[src/rtl/orao_video_pkg.sv]
// Shared definitions for the Orao video datapath.
// Holds the line geometry, the video RAM address width, the line-fill
// state encoding and a saturating increment helper for event counters.
package orao_video_pkg;

  localparam int LINE_BYTES = 32;
  localparam int LINES      = 256;
  localparam int VRAM_AW    = 13;

  typedef enum logic [1:0] {
    FILL_CUR  = 2'd0,
    FILL_NEXT = 2'd1,
    DONE      = 2'd2
  } fill_state_t;

  // Add one to an 8-bit counter, sticking at 255.
  function automatic logic [7:0] sat_inc8(input logic [7:0] v);
    logic [7:0] r;
    if (v == 8'hFF) begin
      r = v;
    end else begin
      r = v + 8'd1;
    end
    return r;
  endfunction

endpackage

[src/rtl/orao_vram_line_prefetch_if.sv]
// Fetch port between the line prefetcher and the shared video RAM arbiter.
//   mem_req   : fetch request, held until acked
//   mem_addr  : byte address, stable while mem_req=1 and mem_ack=0
//   mem_ack   : one byte transferred this cycle
//   mem_rdata : fetched byte, valid with mem_ack
// master = prefetcher side, slave = arbiter / RAM side.
interface orao_vram_line_prefetch_if #(
  parameter int ADDR_W = 13
);
  logic              mem_req;
  logic [ADDR_W-1:0] mem_addr;
  logic              mem_ack;
  logic [7:0]        mem_rdata;

  modport master (output mem_req, output mem_addr, input mem_ack, input mem_rdata);
  modport slave  (input mem_req, input mem_addr, output mem_ack, output mem_rdata);
endinterface

[src/rtl/orao_line_bank.sv]
// Two-bank line buffer (2 x LINE_BYTES x 8), intended for LUT RAM.
//   clk_pixel, reset : clock, synchronous active-high reset (read register only)
//   wr_en/wr_bank/wr_idx/wr_data : write port
//   rd_bank/rd_idx   : read address
//   rd_data          : registered read data, one cycle after the address
module orao_line_bank
  import orao_video_pkg::*;
#(
  parameter int LINE_LOG2 = 5
) (
  input  logic                 clk_pixel,
  input  logic                 reset,
  input  logic                 wr_en,
  input  logic                 wr_bank,
  input  logic [LINE_LOG2-1:0] wr_idx,
  input  logic [7:0]           wr_data,
  input  logic                 rd_bank,
  input  logic [LINE_LOG2-1:0] rd_idx,
  output logic [7:0]           rd_data
);

  logic [7:0] mem_r [2**(LINE_LOG2+1)];

  // Write port: no reset so the array stays mappable to distributed RAM.
  always_ff @(posedge clk_pixel) begin
    if (wr_en) begin
      mem_r[{wr_bank, wr_idx}] <= wr_data;
    end
  end

  // Registered read port.
  always_ff @(posedge clk_pixel) begin
    if (reset) begin
      rd_data <= 8'h00;
    end else begin
      rd_data <= mem_r[{rd_bank, rd_idx}];
    end
  end

endmodule

[src/rtl/orao_vram_line_prefetch.sv]
// Line prefetcher for the Orao display: serves display byte reads from a
// two-bank line buffer and fills it from shared video RAM ahead of the beam.
//   clk_pixel, reset : pixel clock, synchronous active-high reset
//   disp_addr        : display byte address ([12:5] line, [4:0] byte)
//   disp_data        : byte at disp_addr, one cycle later
//   mem              : fetch port (master modport)
//   line_ready       : active bank holds the complete current line
//   underrun         : sticky, a line became current before it was complete
//   underrun_cnt     : saturating count of underrun events
module orao_vram_line_prefetch
  import orao_video_pkg::*;
#(
  parameter int ADDR_W     = 13,
  parameter int LINE_LOG2  = 5,
  parameter int FILL_AHEAD = 1
) (
  input  logic                      clk_pixel,
  input  logic                      reset,
  input  logic [ADDR_W-1:0]         disp_addr,
  output logic [7:0]                disp_data,
  orao_vram_line_prefetch_if.master mem,
  output logic                      line_ready,
  output logic                      underrun,
  output logic [7:0]                underrun_cnt
);

  localparam int LW = ADDR_W - LINE_LOG2;

  fill_state_t          state_r, state_s;
  logic                 active_r, active_s;
  logic [LW-1:0]        cur_line_r, cur_line_s;
  logic [1:0]           full_r, full_s;
  logic [LINE_LOG2-1:0] idx_r, idx_s;
  logic                 mem_req_r, mem_req_s;
  logic [ADDR_W-1:0]    mem_addr_r, mem_addr_s;
  logic                 line_ready_r, line_ready_s;
  logic                 underrun_r, underrun_s;
  logic [7:0]           cnt_r, cnt_s;
  logic                 wr_en_s, wr_bank_s, last_s, free_s, ev_s;
  logic [LW-1:0]        disp_line_s, next_line_s, fill_line_s;

  // Next state: the acked byte is applied first, then any line change on
  // top of it. Line changes wait while a request is pending without ack.
  always_comb begin
    disp_line_s = disp_addr[ADDR_W-1:LINE_LOG2];
    next_line_s = cur_line_r + LW'(1);
    wr_en_s     = mem_req_r && mem.mem_ack;
    free_s      = !mem_req_r || mem.mem_ack;
    last_s      = (idx_r == {LINE_LOG2{1'b1}});
    state_s     = state_r;
    active_s    = active_r;
    cur_line_s  = cur_line_r;
    full_s      = full_r;
    idx_s       = idx_r;
    ev_s        = 1'b0;

    case (state_r)
      FILL_CUR: wr_bank_s = active_r;
      default:  wr_bank_s = ~active_r;
    endcase

    if (wr_en_s) begin
      idx_s = idx_r + {{(LINE_LOG2-1){1'b0}}, 1'b1};
      if (last_s) begin
        full_s[wr_bank_s] = 1'b1;
        case (state_r)
          FILL_CUR: state_s = (FILL_AHEAD != 0) ? FILL_NEXT : DONE;
          default:  state_s = DONE;
        endcase
      end else begin
        state_s = state_r;
      end
    end else begin
      idx_s = idx_r;
    end

    if (!free_s || (disp_line_s == cur_line_r)) begin
      ev_s = 1'b0;
    end else if (disp_line_s == next_line_s) begin
      // Swap: the old active bank becomes the prefetch target.
      active_s         = ~active_r;
      cur_line_s       = next_line_s;
      full_s[active_r] = 1'b0;
      if (full_s[~active_r]) begin
        state_s = (FILL_AHEAD != 0) ? FILL_NEXT : DONE;
        idx_s   = {LINE_LOG2{1'b0}};
      end else if (state_s == FILL_NEXT) begin
        // Partial prefetch of this very line: keep going from idx.
        ev_s    = 1'b1;
        state_s = FILL_CUR;
      end else begin
        ev_s    = 1'b1;
        state_s = FILL_CUR;
        idx_s   = {LINE_LOG2{1'b0}};
      end
    end else begin
      ev_s       = 1'b1;
      cur_line_s = disp_line_s;
      full_s     = 2'b00;
      state_s    = FILL_CUR;
      idx_s      = {LINE_LOG2{1'b0}};
    end

    if (state_s == FILL_CUR) begin
      fill_line_s = cur_line_s;
    end else begin
      fill_line_s = cur_line_s + LW'(1);
    end
    mem_req_s    = (state_s != DONE);
    mem_addr_s   = mem_req_s ? {fill_line_s, idx_s} : mem_addr_r;
    line_ready_s = full_s[active_s];
    underrun_s   = underrun_r | ev_s;
    cnt_s        = ev_s ? sat_inc8(cnt_r) : cnt_r;
  end

  // State and registered outputs.
  always_ff @(posedge clk_pixel) begin
    if (reset) begin
      state_r      <= FILL_CUR;
      active_r     <= 1'b0;
      cur_line_r   <= {LW{1'b0}};
      full_r       <= 2'b00;
      idx_r        <= {LINE_LOG2{1'b0}};
      mem_req_r    <= 1'b0;
      mem_addr_r   <= {ADDR_W{1'b0}};
      line_ready_r <= 1'b0;
      underrun_r   <= 1'b0;
      cnt_r        <= 8'h00;
    end else begin
      state_r      <= state_s;
      active_r     <= active_s;
      cur_line_r   <= cur_line_s;
      full_r       <= full_s;
      idx_r        <= idx_s;
      mem_req_r    <= mem_req_s;
      mem_addr_r   <= mem_addr_s;
      line_ready_r <= line_ready_s;
      underrun_r   <= underrun_s;
      cnt_r        <= cnt_s;
    end
  end

  orao_line_bank #(.LINE_LOG2(LINE_LOG2)) u_bank (
    .clk_pixel (clk_pixel),
    .reset     (reset),
    .wr_en     (wr_en_s),
    .wr_bank   (wr_bank_s),
    .wr_idx    (idx_r),
    .wr_data   (mem.mem_rdata),
    .rd_bank   (active_r),
    .rd_idx    (disp_addr[LINE_LOG2-1:0]),
    .rd_data   (disp_data)
  );

  assign mem.mem_req   = mem_req_r;
  assign mem.mem_addr  = mem_addr_r;
  assign line_ready    = line_ready_r;
  assign underrun      = underrun_r;
  assign underrun_cnt  = cnt_r;

endmodule
[src/flat_wrapper.sv]
// flat-port wrapper written by rule: the top's interface ports become plain ports
module orao_vram_line_prefetch_flat import orao_video_pkg::*;
#(
  parameter int ADDR_W     = 13,
  parameter int LINE_LOG2  = 5,
  parameter int FILL_AHEAD = 1
)
  (clk_pixel, reset, disp_addr, disp_data, line_ready, underrun, underrun_cnt, mem_mem_req, mem_mem_addr, mem_mem_ack, mem_mem_rdata);
  orao_vram_line_prefetch_if #(.ADDR_W(ADDR_W)) mem_i ();
  input  logic clk_pixel;
  input  logic reset;
  input  logic [ADDR_W-1:0] disp_addr;
  output logic [7:0] disp_data;
  output logic line_ready;
  output logic underrun;
  output logic [7:0] underrun_cnt;
  output wire logic [$bits(mem_i.mem_req)-1:0] mem_mem_req;
  output wire logic [$bits(mem_i.mem_addr)-1:0] mem_mem_addr;
  input wire logic [$bits(mem_i.mem_ack)-1:0] mem_mem_ack;
  input wire logic [$bits(mem_i.mem_rdata)-1:0] mem_mem_rdata;
  assign mem_mem_req = mem_i.mem_req;
  assign mem_mem_addr = mem_i.mem_addr;
  assign mem_i.mem_ack = mem_mem_ack;
  assign mem_i.mem_rdata = mem_mem_rdata;
  orao_vram_line_prefetch #(.ADDR_W(ADDR_W), .LINE_LOG2(LINE_LOG2), .FILL_AHEAD(FILL_AHEAD)) u_core (.clk_pixel(clk_pixel), .reset(reset), .disp_addr(disp_addr), .disp_data(disp_data), .mem(mem_i), .line_ready(line_ready), .underrun(underrun), .underrun_cnt(underrun_cnt));
endmodule
[config.mk]
export PLATFORM = sky130hd
export DESIGN_NAME = orao_vram_line_prefetch_flat
export DESIGN_NICKNAME = d
export VERILOG_FILES = /design/src/rtl/orao_video_pkg.sv /design/src/rtl/orao_vram_line_prefetch_if.sv /design/src/rtl/orao_line_bank.sv /design/src/rtl/orao_vram_line_prefetch.sv /design/src/flat_wrapper.sv
export SDC_FILE = /design/constraint.sdc
export NUM_CORES = 1
export LEC_CHECK = 0
export ABC_CLOCK_PERIOD_IN_PS = 5600
export BUFFER_PORTS_ARGS = -buffer_cell sky130_fd_sc_hd__buf_2
export CORE_MARGIN = 10
export CORE_UTILIZATION = 31
export CTS_BUF_LIST = sky130_fd_sc_hd__clkbuf_2
export CTS_CLUSTER_SIZE = 14
export DETAILED_ROUTE_END_ITERATION = 6
export GPL_TIMING_DRIVEN = 0
export MAX_ROUTING_LAYER = met4
export PLACE_DENSITY = 0.55
export SYNTH_ARGS = -nofsm -noshare
export SYNTH_HDL_FRONTEND = slang
export SYNTH_HIERARCHICAL = 1
export SYNTH_SLANG_ARGS = --single-unit
export TNS_END_PERCENT = 10
[constraint.sdc]
create_clock -name clk_pixel -period 5.6 [get_ports clk_pixel]
set_input_delay 0.84 -clock clk_pixel [delete_from_list [all_inputs] [get_ports clk_pixel]]
set_output_delay 0.84 -clock clk_pixel [all_outputs]
set_load 0.01 [all_outputs]
==> flow_summary_export.csv, run 1 <==
group,metric,value,unit
routing,route.detailed.drc,0,
status,status,"complete, no violations",
global_routing,grt_overflow,0,
clock_tree,path_clk_slew,0.09,ns
worst_setup_path,reg2reg_from,"u_core/state_r[0]",
sta,rsz0062_at_grt,"no",
routing,first_iter_violations,1067,
logic_synthesis,ys_warn_count,6,
floorplan,rows,98,
worst_setup_path,crit_fanout,9,
logic_synthesis,avgSynthCellArea,18.75,um^2
routing,routed_via_density,5.055,
worst_hold_path,whs_endpoint,"u_core/cur_line_r[3]",
worst_hold_path,worstHoldStart,"disp_addr[8]",
clock_tree,cts_htree_levels,4,
floorplan,ios,56,
logic_synthesis,synth_top_area_share,68.33,%
global_routing,grt_max_degree,65,
routing,vias,12414,
sta,worst_pin_slew,1.365,ns
routing,wl,58800,um
clock_tree,holdBufCountCts,9,
floorplan,start_util,31.37,%
worst_hold_path,hold_path_class,"in -> reg",
clock_tree,cts_tree,"yes",
worst_setup_path,r2r-end,"u_core/u_bank/mem_r[48][6]",
place,numPortBuffers,50,
logic_synthesis,ys_types,69,
cells_and_area,drive_gt1_share,30.95,%
worst_setup_path,worstSetupStartpointType,"register",
cells_and_area,fin_util,35.31,%
worst_setup_path,critPathArrivalTime,4.46,ns
global_routing,antenna_found_initial,3,
cells_and_area,seqCellArea,16380,um^2
floorplan,die_area,83760,um^2
pwr,p_leak,8.281,nW
cells_and_area,instances_no_fill,2456,
clock_tree,clk_latency,1.31,ns
worst_hold_path,holdPathStages,5,
logic_synthesis,synth_edf_count,512,
worst_setup_path,rrSetupSlack,2.02,ns
sta,slew_headroom,8.290,%
floorplan,die_w,289.4,um
place,dp.cells,2200,
cells_and_area,multi_input_area,5737,um^2
pwr,power_per_cell_area,311.5,nW/um^2
worst_setup_path,reg2reg_depth,5,
global_routing,grt_pass1_vias,12729,
logic_synthesis,synthArstFlopShare,0,%
logic_synthesis,syn_area,22500,um^2
logic_synthesis,yosysTopAreaCell,"edfxtp_1",
floorplan,coreArea,71730,um^2
sta,setup_viol,0,
run,maxCapViolCount,0,
cells_and_area,nNetsFinal,1432,
logic_synthesis,yosysMostFrequentCell,"edfxtp_1",
global_routing,groute.usage.overall,14.53,%
global_routing,grt_pass1_wl,84970,um
sta,fin_skew,0.1181,ns
pwr,vdd_ir_drop_max,0.1568,mV
sta,max_freq,279.3,MHz
clock_tree,cts_made_buffers,142,
cells_and_area,fillers,6818,
cells_and_area,syn_to_final_growth,12.57,%
sta,drv_slew,0,
routing,drtPass1Iterations,7,
clock_tree,clk_path_buf_depth,3,
clock_tree,ctsResizeCount,0,
clock_tree,cts_sinks,562,
floorplan,die_h,289.4,um
clock_tree,cts_root_buf,"clkbuf_2",
worst_setup_path,criticalPathCategory,"reg -> reg",
logic_synthesis,syn-num-nets,1229,
sta,finalSetupTns,0,ns
logic_synthesis,ys_ff_latch,562,
routing,wl_per_cell,23.94,um
sta,period_minus_slack,3.580,ns
logic_synthesis,yosys-top-cells-count,"512 x edfxtp_1, 137 x mux4_2, 117 x nor2_1, 50 x dfxtp_1, 49 x nand2_1",
logic_synthesis,yosysSeqAreaShare,72.78,%
logic_synthesis,syn_inst,1200,
routing,ant_nets,0,
sta,post-route-period-util,63.93,%
worst_setup_path,required,6.48,ns
sta,hold_viol_final,0,
place,post-dp-hpwl,37180,um
clock_tree,post_cts_buffers,0,
worst_setup_path,cp-end-kind,"register",
logic_synthesis,synth_ff_type,"edfxtp_1",
pwr,power.total,7.889,mW
logic_synthesis,yosys-top-cells-area,"edfxtp_1 68%, mux4_2 14%, dfxtp_1 4.4%",
place,gp_congestion,0.8698,
sequential cells by signal, indices dropped and copies added (netlist names), 2 cells and up:
signal / cells
u_core/state_r: 2
u_core/u_bank/mem_r: 512
u_core/idx_r: 5
u_core/full_r: 2
u_core/underrun_cnt: 8
u_core/u_bank/rd_data: 8
u_core/mem.mem_addr: 13
u_core/cur_line_r: 8
final cells by class:
type,count,area share (%)
Multi-Input combinational cell,564,22.65
Buffer,63,1.393
Antenna cell,7,0.06916
Tap cell,950,4.693
Timing Repair Buffer,59,1.344
Clock buffer,205,4.051
Clock inverter,35,0.9879
Sequential cell,562,64.65
Inverter,11,0.1630
critical path: stages (launching register included):
cell,delay [ns]
dfxtp_1,0.43
nor2_1,0.13
xnor2_1,1.01
nor2b_1,0.32
nand4b_1,0.20
nor3_1,1.10
metal layers:
| layer | track usage, % | vias to the layer above | routed length [um] | share of wire [%] |
|---|---|---|---|---|
| li1 | - | 5342 | - | - |
| met1 | 18.45 | 6430 | 25180 | 43 |
| met2 | 21.52 | 538 | 27290 | 46 |
| met3 | 4.301 | 104 | 4785 | 8.1 |
| met4 | 6.037 | 0 | 1536 | 2.6 |
| met5 | - | - | 0 | 0 |
placed cells by master (no fill, tap or decap), drive strengths merged, types with 6 or more instances in the layout:
cell type and instances:
and3 10, inv 14, dlygate4sd3 9, dfxtp 50, edfxtp 512, xor2 13, clkinv 25, clkbuf 236
nand2 49, nand4 9, a21oi 23, o21ai 14, a211oi 11, o22ai 12, nand3 17, nor3 14
mux2i 29, diode 7, nor2b 11, xnor2 13, buf 82, a22oi 6, mux4 137, nor2 117
mux2 10, nand2b 9
where the power goes:
group          internal, mW  switching (mW)  total [mW]
clock                  1.16            1.63        2.78
sequential             4.59          0.0140        4.60
combinational         0.186           0.316       0.502
total                  5.93            1.96        7.89
worst max path at each step:
stage	startpoint	endpoint	slack [ns]	depth (start not counted)
floorplan	disp_addr[12]	u_core/mem.mem_addr[12]	2.61	10
global placement	disp_addr[1]	u_core/u_bank/rd_data[1]	1.68	8
detailed placement	disp_addr[1]	u_core/u_bank/rd_data[1]	1.69	8
CTS	u_core/state_r[0]	u_core/u_bank/mem_r[48][6]	2.10	5
global route	u_core/state_r[0]	u_core/u_bank/mem_r[48][6]	1.90	5
finish	u_core/state_r[0]	u_core/u_bank/mem_r[48][6]	2.02	5
metrics by stage:
stage	area (um^2)	setup WS (ns)	hold WS (ns)
final	25330	2.020	0.1977
after detailed placement	23940	1.692	0.4492
after global routing	25320	1.900	0.1484
after CTS	25310	2.100	0.03928
after global placement	23940	1.680	0.4520
after floorplan	22500	2.611	0.4819
kinds of logic (layout without fill, tap and decap cells):
family | after synthesis | count (layout) | share of synthesized area [%]
and+or+nand+nor | 258 | 258 | 5.405
DFF | 562 | 562 | 72.78
AOI/OAI and AO/OA | 99 | 99 | 3.242
buffers and inverters | 74 | 373 | 1.752
muxes | 176 | 176 | 15.54
adders and majority gates | 5 | 5 | 0.2780
xor gates and xnor gates | 26 | 26 | 1.012
other | 0 | 7 | 0
Power figures use the tool's default switching activity.
==> inputs of run 2 (changes only) <==
- ABC_AREA: not set -> 1
- ABC_CLOCK_PERIOD_IN_PS: 5600 -> 3720
- clock period: 5.6 -> 3.72 ns (I/O delays scaled with it)
==> run 2 against run 1 <==
  * Worst hold slack improved by 0.076 ns
  * Final cell count increased by 42%
  * Register-to-register slack got worse by 1.7 ns
  * Core utilization increased by 0.18 points
  * Clock power increased by 49%
  * Highest routed layer unchanged
==> flow_summary_export.csv, run 2 <==
group,metric,value,unit
global_routing,grt_max_degree,65,
clock_tree,clk_latency,1.34,ns
logic_synthesis,yosysMostFrequentCell,"nand2_1",
worst_setup_path,cp-end-kind,"register",
pwr,p_leak,10.18,nW
logic_synthesis,ys_types,41,
worst_setup_path,path_cells,"inv_2, xor2_1, nand3_1, nor2_1",
worst_setup_path,slowest_delay,1.06,ns
cells_and_area,top_register,"u_core/u_bank/mem_r",
worst_setup_path,critPathSlowestCell,"nor2_1",
floorplan,ios,56,
logic_synthesis,ys_warn_count,6,
sta,worst_pin_slew,1.301,ns
global_routing,groute.usage.overall,17.89,%
place,gp_congestion,0.9649,
floorplan,coreArea,75820,um^2
logic_synthesis,synth_edf_count,512,
clock_tree,cts_sinks,562,
pwr,cellInternalPower,8.804,mW
cells_and_area,seqCellArea,16380,um^2
logic_synthesis,syn-num-nets,2202,
floorplan,rows,101,
clock_tree,cts_htree_levels,4,
pwr,power_frac_comb,8.3,%
routing,wl_per_cell,21.96,um
worst_setup_path,criticalPathCategory,"reg -> reg",
worst_setup_path,crit_fanout,8,
global_routing,grt_pass1_wl,110800,um
run,maxCapViolCount,0,
floorplan,die_area,87770,um^2
sta,finalSetupTns,0,ns
logic_synthesis,yosysTopAreaCell,"edfxtp_1",
global_routing,antenna_found_initial,4,
logic_synthesis,ys_ff_latch,562,
pwr,vdd_ir_drop_max,0.1774,mV
clock_tree,path_clk_slew,0.09,ns
worst_setup_path,critPathArrivalTime,4.34,ns
logic_synthesis,synth_top_area_share,64.98,%
cells_and_area,layout_common_cells,"749 x nand2_1, 512 x edfxtp_1, 471 x nand3_1",
routing,route.detailed.drc,0,
logic_synthesis,syn_inst,2173,
cells_and_area,drive_gt1_share,15.37,%
worst_setup_path,worstSetupStartpointType,"register",
cells_and_area,multi_input_area,6392,um^2
cells_and_area,instances_no_fill,3496,
global_routing,grt_overflow,0,
cells_and_area,largest_register_ffs,512,
logic_synthesis,syn_area,23660,um^2
logic_synthesis,yosys-top-cells-count,"749 x nand2_1, 512 x edfxtp_1, 471 x nand3_1, 84 x nor2_1, 55 x inv_1",
routing,routed_via_density,5.100,
sta,hold_viol_final,0,
clock_tree,cts_root_buf,"clkbuf_2",
cells_and_area,final_common_cell,"nand2_1",
sta,setup_viol,0,
floorplan,start_util,31.20,%
place,numPortBuffers,51,
sta,period_minus_slack,3.422,ns
sta,max_freq,292.2,MHz
worst_hold_path,hold_path_class,"in -> reg",
worst_hold_path,worstHoldStart,"disp_addr[11]",
pwr,switching_share,26.95,%
floorplan,die_h,296.3,um
logic_synthesis,yosysSeqAreaShare,69.22,%
sta,post-route-period-util,92.00,%
global_routing,grt_pass1_vias,16982,
pwr,power_frac_clock,34.3,%
floorplan,die_w,296.3,um
sta,fin_skew,0.1291,ns
pwr,power_per_cell_area,447.9,nW/um^2
status,status,"complete, no violations",
pwr,p_sw,3.249,mW
logic_synthesis,synth_ff_type,"edfxtp_1",
place,dp.cells,3208,
place,post-dp-hpwl,51060,um
clock_tree,cts_made_buffers,146,
logic_synthesis,yosys-top-cells-area,"edfxtp_1 65%, nand2_1 12%, nand3_1 10%",
sta,slew_headroom,12.92,%
cells_and_area,fillers,7616,
cells_and_area,syn_to_final_growth,13.74,%
worst_setup_path,required,4.64,ns
logic_synthesis,avgSynthCellArea,10.89,um^2
pwr,p_seq_share,57.4,%
clock_tree,cts_tree,"yes",
clock_tree,clk_path_buf_depth,3,
routing,ant_nets,0,
routing,first_iter_violations,1776,
logic_synthesis,synthArstFlopShare,0,%
sta,rsz0062_at_grt,"no",
sta,drv_slew,0,
routing,drtPass1Iterations,7,
cells_and_area,nNetsFinal,2444,
routing,wl,76770,um
routing,vias,17829,
worst_setup_path,crit_start,"u_core/active_r",
worst_setup_path,reg2reg_from,"u_core/active_r",
[run 2: cell count changes in the layout (fill, tap and decap cells not counted), moves of 20 or more]
cell and delta:
buf_1 +20, buf_4 +30, dlygate4sd3_1 +26, inv_1 +45, mux2i_1 -27, mux4_2 -137
nand2_1 +700, nand3_1 +454, nor2_1 -33
[run 2: worst max-delay path, delay by kind of cell (launching register included)]
family                 cells  cell delay, ns
flip-flops                 1            0.58
buffers and inverters      1            0.13
XOR/XNOR                   1            0.60
AND/OR/NAND/NOR            2            1.69
[run 2: logic make-up after synthesis]
family	after synthesis	synth area share, %
multiplexers	2	0.08462
XOR/XNOR	21	0.7774
AO/OA/AOI/OAI	39	0.9202
buffers and inverters	187	4.009
adder cells (fa/ha/maj)	5	0.2644
flip-flops	562	69.22
AND/OR/NAND/NOR	1357	24.73
[run 2: power groups by stage]
stage	Clock [mW]	Combinational [mW]	Sequential [mW]
2_1_floorplan	0	0.500	7.07
4_1_cts	4.28	0.978	6.92
3_5_place_dp	0	0.946	7.07
3_3_place_gp	0	0.938	7.07
6_report	4.14	0.997	6.92
5_1_grt	4.59	1.08	6.92
[run 2: path summary, 6_finish.rpt]
| kind | end | slack [ns] | cells after the start |
|---|---|---|---|
| min | u_core/cur_line_r[6] | 0.27 | 6 |
| max | u_core/u_bank/mem_r[38][5] | 0.30 | 4 |
| min reg2reg | u_core/underrun | 0.49 | 2 |
| max reg2reg | u_core/u_bank/mem_r[38][5] | 0.30 | 4 |
[run 2: through the flow]
stage               power (mW)  hold slack (ns)  cell area [um^2]  utilization (%)  setup WS (ns)
detailed placement       8.014           0.4657             25240            33.28         0.1349
global placement         8.005           0.4708             25140            33.15        -0.1078
floorplan                7.571           0.4954             23660                -          1.181
global route             12.60           0.2777             26900            35.48        0.08589
finish                   12.05           0.2735             26910            35.49         0.2976
CTS                      12.19          0.01129             26780            35.32       0.001269
[run 2: layer usage]
metal	GRT usage [%]	wire length [um]	up-vias
met1	23.07	32590	8651
met3	4.221	7160	154
met4	6.702	2204	0
met5	-	0	-
met2	27.14	34810	908
li1	-	-	8116
[run 2: repair_timing]
action | in CTS | in global routing
gates resized for setup | 0 | 1
setup buffers | 0 | 0
endpoints found under the setup margin | 0 | 16
hold buffers | 30 | 6
endpoints found under the hold margin | 115 | 359
[run 2: layout make-up]
cell class | instances | area share (%)
Sequential cell | 562 | 60.85
Antenna cell | 7 | 0.06509
Tap cell | 978 | 4.547
Buffer | 123 | 2.604
Clock buffer | 208 | 3.868
Timing Repair Buffer | 94 | 2.622
Clock inverter | 36 | 0.7672
Multi-Input combinational cell | 1424 | 23.75
Inverter | 64 | 0.9206
==> inputs of run 3 (changes only) <==
--- a/config.mk
+++ b/config.mk
@@ -7,7 +7,6 @@
 export LEC_CHECK = 0
 export ABC_AREA = 1
-export ABC_CLOCK_PERIOD_IN_PS = 3720
+export ABC_CLOCK_PERIOD_IN_PS = 4400
 export BUFFER_PORTS_ARGS = -buffer_cell sky130_fd_sc_hd__buf_2
-export CORE_MARGIN = 10
 export CORE_UTILIZATION = 31
 export CTS_BUF_LIST = sky130_fd_sc_hd__clkbuf_2
==> constraint.sdc (replaced) <==
create_clock -name clk_pixel -period 4.4 [get_ports clk_pixel]
set_input_delay 0.66 -clock clk_pixel [delete_from_list [all_inputs] [get_ports clk_pixel]]
set_output_delay 0.66 -clock clk_pixel [all_outputs]
set_load 0.005 [all_outputs]
==> run 3 against run 2 <==
  * Clock power decreased by 11%
  * Routed wire length fell by 0.55%
  * Die area decreased by 12%
  * Register-to-register slack better by 0.68 ns
  * Clock-buffer cell count is 3 higher
  * Core utilization increased by 0.39 points
  * Fmax about the same
  * Sequential cell count unchanged
  * Highest routed layer unchanged
  * Setup slack better by 0.68 ns
  * Sequential power decreased by 15%
  * Worst hold slack better by 0.0012 ns
==> flow_summary_export.csv, run 3 (synthesis gave the netlist of run 2 again) <==
group,metric,value,unit
status,status,"complete, no violations",
pwr,power_frac_clock,35.6,%
sta,fin_skew,0.1419,ns
clock_tree,holdBufCountCts,18,
sta,max_freq,292.3,MHz
clock_tree,cts_sinks,562,
floorplan,die_h,278.3,um
sta,finalWorstSetupSlack,0.9787,ns
routing,routed_via_density,5.108,
cells_and_area,instances_no_fill,3475,
sta,post-route-period-util,77.76,%
clock_tree,cts_tree,"yes",
floorplan,coreArea,74950,um^2
routing,wl_per_cell,21.97,um
routing,route.detailed.drc,0,
place,dp.cells,3202,
sta,drv_slew,0,
place,post_dp_cell_area,25260,um^2
pwr,vdd_ir_drop_max,0.1629,mV
place,place_ws,0.7954,ns
routing,first_iter_violations,1960,
clock_tree,ctsResizeCount,0,
cells_and_area,fillers,7396,
clock_tree,cts_htree_levels,4,
sta,worst_pin_slew,1.188,ns
worst_setup_path,criticalPathCategory,"reg -> reg",
clock_tree,path_clk_slew,0.10,ns
cells_and_area,drive_gt1_share,15.82,%
run,maxCapViolCount,0,
pwr,p_seq_share,56.4,%
worst_hold_path,hold_path_class,"in -> reg",
place,numPortBuffers,51,
global_routing,grt_max_degree,65,
clock_tree,cts_made_buffers,148,
pwr,p_sw,2.790,mW
pwr,switching_share,26.89,%
worst_setup_path,required,5.20,ns
floorplan,die_area,77430,um^2
cells_and_area,layout_common_cells,"749 x nand2_1, 512 x edfxtp_1, 471 x nand3_1",
cells_and_area,nNetsFinal,2439,
cells_and_area,final_common_cell,"nand2_1",
clock_tree,post_cts_buffers,0,
cells_and_area,largest_register_ffs,512,
sta,rsz0062_at_grt,"no",
sta,finalSetupTns,0,ns
pwr,power_frac_comb,8.0,%
clock_tree,clk_latency,1.31,ns
clock_tree,cts_root_buf,"clkbuf_2",
worst_setup_path,critPathArrivalTime,4.22,ns
sta,setup_viol,0,
pwr,power.total,10.38,mW
global_routing,grt_overflow,0,
worst_setup_path,worstSetupStartpointType,"register",
floorplan,ios,56,
place,post-dp-hpwl,50520,um
cells_and_area,top_register,"u_core/u_bank/mem_r",
cells_and_area,fin_area,26890,um^2
worst_setup_path,crit_fanout,8,
sta,hold_viol_final,0,
pwr,p_leak,10.19,nW
global_routing,groute.usage.overall,20.21,%
cells_and_area,fin_util,35.88,%
routing,ant_nets,0,
pwr,cellInternalPower,7.585,mW
routing,wl,76350,um
cells_and_area,syn_to_final_growth,13.67,%
sta,period_minus_slack,3.421,ns
clock_tree,clk_path_buf_depth,3,
routing,drtPass1Iterations,7,
floorplan,rows,100,
global_routing,grt_pass1_wl,109900,um
pwr,power_per_cell_area,385.8,nW/um^2
global_routing,grt_pass1_vias,17012,
sta,hold_ws,0.2746,ns
place,gp_congestion,1.045,
floorplan,start_util,31.57,%
worst_setup_path,cp-end-kind,"register",
routing,vias,17749,
floorplan,die_w,278.3,um
global_routing,antenna_found_initial,2,
sta,slew_headroom,20.51,%
## run 3: layer usage
| layer | vias up | GRT usage, % | wire (um) |
|---|---|---|---|
| li1 | 8090 | - | - |
| met1 | 8640 | 25.96 | 31980 |
| met2 | 863 | 30.90 | 35170 |
| met3 | 156 | 4.701 | 6938 |
| met4 | 0 | 7.848 | 2253 |
| met5 | - | - | 0 |
## run 3: final timing paths
check | startpoint | to | slack, ns | cells after the start
worst max-delay path | u_core/active_r | u_core/u_bank/mem_r[46][2] | 0.98 | 4
worst min-delay path | disp_addr[2] | u_core/u_bank/rd_data[1] | 0.27 | 8
worst max register to register | u_core/active_r | u_core/u_bank/mem_r[46][2] | 0.98 | 4
worst min register to register | u_core/mem.mem_addr[4] | u_core/mem.mem_addr[4] | 0.49 | 2
## run 3: layout make-up
type	count	area [um^2]	share of cell area, %
multi-input cells	1424	6385	23.74
diodes	3	7.507	0.02791
clock buffers	211	1056	3.927
inverters	64	247.7	0.9212
well taps	969	1212	4.508
plain buffers	123	700.7	2.605
clock inverters	32	270.3	1.005
repair buffers	87	638.1	2.373
flip-flops and latches	562	16380	60.89
## run 3: power by group through the flow
stage	combinational, mW	clock (mW)	sequential [mW]
6_report	0.832	3.69	5.85
5_1_grt	0.893	4.07	5.85
4_1_cts	0.809	3.83	5.85
3_5_place_dp	0.790	0	5.98
3_3_place_gp	0.777	0	5.97
2_1_floorplan	0.423	0	5.97
## run 3: critical path, cell delays in order (launching register included)
cell	delay (ns)
dfxtp_1	0.56
inv_2	0.12
xor2_1	0.60
nand3_1	0.59
nor2_1	1.08
